--- config.mk ---
export PLATFORM = sky130hd
export DESIGN_NAME = display_scan_ctrl
export DESIGN_NICKNAME = d
export VERILOG_FILES = /design/src/rtl/display_scan_ctrl_pkg.sv /design/src/rtl/display_scan_ctrl_hex_to_seg7.sv /design/src/rtl/display_scan_ctrl.sv
export SDC_FILE = /design/constraint.sdc
export NUM_CORES = 1
export LEC_CHECK = 0
export ABC_AREA = 1
export BUFFER_PORTS_ARGS = -buffer_cell sky130_fd_sc_hd__buf_2
export CORE_MARGIN = 5
export CORE_UTILIZATION = 50
export CTS_BUF_LIST = sky130_fd_sc_hd__clkbuf_4 sky130_fd_sc_hd__clkbuf_8 sky130_fd_sc_hd__clkbuf_16
export CTS_CLUSTER_DIAMETER = 50
export CTS_CLUSTER_SIZE = 14
export DETAILED_ROUTE_END_ITERATION = 16
export PLACE_DENSITY = 0.71
export SLEW_MARGIN = 20
export SYNTH_ARGS = -nofsm -noshare
export SYNTH_HDL_FRONTEND = slang
export SYNTH_SLANG_ARGS = --single-unit
--- constraint.sdc ---
create_clock -name clk -period 4 [get_ports clk]
set_input_delay 0.4 -clock clk [delete_from_list [all_inputs] [get_ports clk]]
set_output_delay 0.4 -clock clk [all_outputs]
set_load 0.03 [all_outputs]
--- src/rtl/display_scan_ctrl_pkg.sv ---
// display_scan_ctrl_pkg: shared constants, scan state type and hex segment encodings
package display_scan_ctrl_pkg;

    localparam int NUM_DIGITS = 8;

    typedef enum logic [1:0] {
        ST_OFF   = 2'd0,
        ST_BLANK = 2'd1,
        ST_SHOW  = 2'd2
    } scan_state_t;

    // Active-low {g,f,e,d,c,b,a} patterns for hex 0..F
    localparam logic [6:0] SEG_ENC [16] = '{
        7'b1000000, 7'b1111001, 7'b0100100, 7'b0110000,
        7'b0011001, 7'b0010010, 7'b0000010, 7'b1111000,
        7'b0000000, 7'b0010000, 7'b0001000, 7'b0000011,
        7'b1000110, 7'b0100001, 7'b0000110, 7'b0001110
    };

    localparam logic [6:0] SEG_OFF = 7'h7F;

endpackage

--- src/rtl/display_scan_ctrl_hex_to_seg7.sv ---
// hex_to_seg7: combinational hex nibble to active-low seven-segment decode
module hex_to_seg7
    import display_scan_ctrl_pkg::*;
(
    input  logic [3:0] i_hex,
    output logic [6:0] o_seg
);

    assign o_seg = SEG_ENC[i_hex];

endmodule

--- src/rtl/display_scan_ctrl.sv ---
// display_scan_ctrl: time-multiplexed 8-digit seven-segment scanner with per-slot blanking
module display_scan_ctrl
    import display_scan_ctrl_pkg::*;
#(
    parameter int TICK_COUNT   = 200000,
    parameter int BLANK_CYCLES = 1000
) (
    input  logic        clk,
    input  logic        rst,
    input  logic        en,
    input  logic [31:0] digits,
    input  logic [7:0]  digit_en,
    input  logic [7:0]  dp,
    output logic [7:0]  an,
    output logic [6:0]  seg,
    output logic        dp_n,
    output logic        frame_done
);

    localparam int CW = (TICK_COUNT > 1) ? $clog2(TICK_COUNT) : 1;
    localparam int IW = $clog2(NUM_DIGITS);
    localparam logic [CW-1:0] SLOT_LAST = CW'(TICK_COUNT - 1);
    localparam logic [CW-1:0] BLANK_END = CW'(BLANK_CYCLES - 1);
    localparam logic [IW-1:0] IDX_LAST  = IW'(NUM_DIGITS - 1);

    scan_state_t     r_state;
    logic [CW-1:0]   r_cnt;
    logic [IW-1:0]   r_idx;
    logic [31:0]     r_digits;
    logic [7:0]      r_digit_en;
    logic [7:0]      r_dp;
    logic [7:0]      r_an;
    logic [6:0]      r_seg;
    logic            r_dp_n;

    logic            w_tick;
    logic            w_frame_end;
    logic            w_show;
    logic [3:0]      w_nibble;
    logic [6:0]      w_seg;

    assign w_tick      = (r_state != ST_OFF) && (r_cnt == SLOT_LAST);
    assign w_frame_end = w_tick && (r_idx == IDX_LAST);
    assign w_show      = (r_state == ST_SHOW) && r_digit_en[r_idx];
    assign w_nibble    = r_digits[4*r_idx +: 4];

    hex_to_seg7 u_dec (
        .i_hex (w_nibble),
        .o_seg (w_seg)
    );

    // Scan FSM: slot timing, digit index, frame-start shadow capture and registered drive outputs
    always_ff @(posedge clk or posedge rst) begin
        if (rst) begin
            r_state    <= ST_OFF;
            r_cnt      <= '0;
            r_idx      <= '0;
            r_digits   <= '0;
            r_digit_en <= '0;
            r_dp       <= '0;
            r_an       <= 8'hFF;
            r_seg      <= SEG_OFF;
            r_dp_n     <= 1'b1;
        end else begin
            r_an   <= w_show ? ~(8'd1 << r_idx) : 8'hFF;
            r_seg  <= w_show ? w_seg : SEG_OFF;
            r_dp_n <= w_show ? ~r_dp[r_idx] : 1'b1;
            if (!en) begin
                r_state <= ST_OFF;
                r_cnt   <= '0;
                r_idx   <= '0;
            end else if (r_state == ST_OFF) begin
                r_state    <= ST_BLANK;
                r_digits   <= digits;
                r_digit_en <= digit_en;
                r_dp       <= dp;
            end else if (w_tick) begin
                r_state <= ST_BLANK;
                r_cnt   <= '0;
                r_idx   <= r_idx + 1'b1;
                if (w_frame_end) begin
                    r_digits   <= digits;
                    r_digit_en <= digit_en;
                    r_dp       <= dp;
                end
            end else begin
                r_cnt <= r_cnt + 1'b1;
                if (r_state == ST_BLANK && r_cnt == BLANK_END)
                    r_state <= ST_SHOW;
            end
        end
    end

    // The frame pulse is gated by en so a disable on the final tick suppresses it
    assign frame_done = en && w_frame_end;
    assign an         = r_an;
    assign seg        = r_seg;
    assign dp_n       = r_dp_n;

endmodule

==> results.toml <==
[synthesis]
synth_fp_nets = 680
synth_common_cells = "nand2_1 (204), nand3_1 (111), dfrtp_1 (71)"
netlist_instances = 616
ys_seq_area_share_pct = 47.1
syn_avg_cell_area_sq_um = 7.57
synth_most_common_cell = "nand2_1"
yosys.area.top_type = "dfrtp_1"
ys_top_cells_by_area = "dfrtp_1 (38%), nand2_1 (16%), nand3_1 (12%), dfstp_2 (9.0%), inv_1 (4.9%)"
synth_area_sq_um = 4660
ys_warn_count = 0
async_reset_ff_share_pct = 100
synthFlopType = "dfrtp_1"
synth_edf_count = 0
ys_ff_latch = 87
yosysUniqueCellTypes = 31
synth_top_area_share_pct = 38.1

[die]
coreArea_sq_um = 9150
rows = 35
fp.dieH_um = 107
die_area_sq_um = 11400
initial_core_util_pct = 51.0
pin_count = 68
chipWidth_um = 107

[global_routing]
grt_overflow = 0
grt_usage_pct = 20.7
grt_pass1_vias = 3865
grt_max_degree = 63
grt_pass1_wl_um = 19000
antenna_found_initial = 0

[place]
io_buffer_count = 67
dp_hpwl_um = 7680
post_dp_cell_area_sq_um = 4990
gp_congestion = 0.920

[pwr]
worst_ir_drop_vdd_uv = 165
powerDensity_nw_per_um2 = 367
cellLeakagePower_nw = 2.69

[timing]
fin_crit_sh_pct = 73.0
worst_pin_slew_ns = 0.910
hold_viol = 0
max_slew_margin_pct = 39.1
slew_violations = 0
period_needed_ns = 2.92
setup_viol = 0
grt_setup_unrepaired = "false"
skew_ns = 0.0129
setup_tns_ns = 0
fmax_mhz = 342
holdWs_ns = 0.180

[drt]
wire_per_inst_um = 14.1
drt_iter0_drc = 266
postRouteAntennaNets = 0
dr.pass1.iters = 5
drc = 0
vias_per_cell = 5.22
totalWireLength_um = 11100
vias = 4099

[run]
maxCapViolations = 0

[worst_setup_path]
worstSetupEndpointType = "flip-flop"
crit_start = "r_idx[1]"
start_kind = "flip-flop"
path_max_fanout = 49
path_cells = "ha_1 > ha_1 > nand3_4 > nand2_2 > nand2_1 > nand2_1"
path_class = "reg -> reg"
crit_slowest_cell = "nand2_2"
cpPeakStageDelay_ns = 0.88
r2r_start = "r_idx[1]"
cp_data_required_time_ns = 4.29
cp.arrival_ns = 3.21

[layout]
drive_gt1_share_pct = 16.9
nNetsFinal = 734
fillers = 874
fin_area_sq_um = 5200
diodes = 0
synthToLayoutAreaGrowth_pct = 11.6

[min_path]
hold_class = "in -> async"

[clocking]
cts_tree = "yes"
insertion_delay_ns = 0.36
cts_max_level = 3
cts_resized = 0
cts_buffer_depth = 2
cts_inserted_buffers = 9
cts.clk_slew.worst_paths_ns = 0.09
cts_hold_buf = 0
clock_sinks = 87
cts.root.buffer_cell = "clkbuf_8"
cts_setup_buffers = 0

[status]
outcome = "finished, final reports clean"
where the power goes:
part           leakage [nW]  switching, mW  internal [mW]
registers              1.08         0.0419          0.952
clock network         0.106          0.310          0.336
logic                  1.51          0.168          0.101
metal layers:
metal | wire [um] | GRT usage [%] | vias to the layer above | part of all wire, %
li1 | - | - | 2057 | -
met4 | 104 | 4.66 | 0 | 0.94
met1 | 5120 | 29.3 | 1929 | 46
met3 | 635 | 4.64 | 12 | 5.7
met2 | 5200 | 32.6 | 101 | 47
met5 | 0 | 0 | - | 0
cells by family (layout without fill, tap and decap cells):
kind of cell | after synthesis | after routing | share of synthesized area [%]
AND/OR/NAND/NOR | 396 | 396 | 36.9
AO/OA/AOI/OAI | 24 | 24 | 2.87
buffers and inverters | 92 | 151 | 8.91
adder cells (fa/ha/maj) | 13 | 13 | 3.49
XOR/XNOR | 4 | 4 | 0.751
flip-flops | 87 | 87 | 47.1
cells in the final DEF (no fill, tap or decap), types with 2 or more instances in the layout:
cell and count:
clkbuf_8 11, nand2_2 4, xor2_1 3, dfrtp_1 71, a32o_1 2, nand3_1 111, inv_2 2, o21ai_0 12
nor2_1 50, dfstp_2 16, nor3b_1 3, ha_1 13, buf_2 67, a21oi_1 8, clkbuf_4 2, inv_1 60
nor3_1 7, nand4_1 12, nand2_1 204, buf_4 4
metrics by stage:
| step | std cells | utilization (%) | setup WS (ns) | power (mW) |
|---|---|---|---|---|
| 6_report | 786 | 56.9 | 1.08 | 1.91 |
| 5_1_grt | 786 | 56.9 | 0.778 | 2.03 |
| 3_3_place_gp | 770 | 54.6 | 1.16 | 1.27 |
| 4_1_cts | 786 | 56.8 | 1.08 | 1.93 |
| 3_5_place_dp | 770 | 54.6 | 1.12 | 1.28 |
| 2_1_floorplan | 616 | - | 1.38 | 1.20 |
area by class of cell:
class	instances	area, sq um	area share [%]
inverter	64	243	4.66
clock inverter	3	42.5	0.818
clock buffer	13	166	3.20
multi-input combinational	437	2050	39.4
sequential	87	2200	42.2
timing repair buffer	71	365	7.02
tap	111	139	2.67
flip-flops by register name, summed over array words and instances (netlist names), 2 cells and up:
signal / cells
an: 8
r_cnt: 18
r_digit_en: 8
r_digits: 32
r_dp: 8
r_idx: 3
r_state: 2
seg: 7
worst paths after layout:
| kind | to | slack (ns) | cells after the start |
|---|---|---|---|
| max in group asynchronous | r_dp[0] | 2.97 | 3 |
| setup reg to reg | r_dp[4] | 1.08 | 6 |
| hold / removal | r_cnt[14] | 0.18 | 2 |
| hold reg to reg | r_digits[19] | 0.51 | 2 |
| setup / recovery | r_dp[4] | 1.08 | 6 |
| min in group clk | r_digits[21] | 0.23 | 3 |
critical path, delay by kind of cell (launching register included):
kind | cells | cell delay, ns
simple gates | 4 | 1.59
flops | 1 | 0.67
fa+ha+maj | 2 | 0.55
Note: power is estimated with default switching activity, not from simulation.
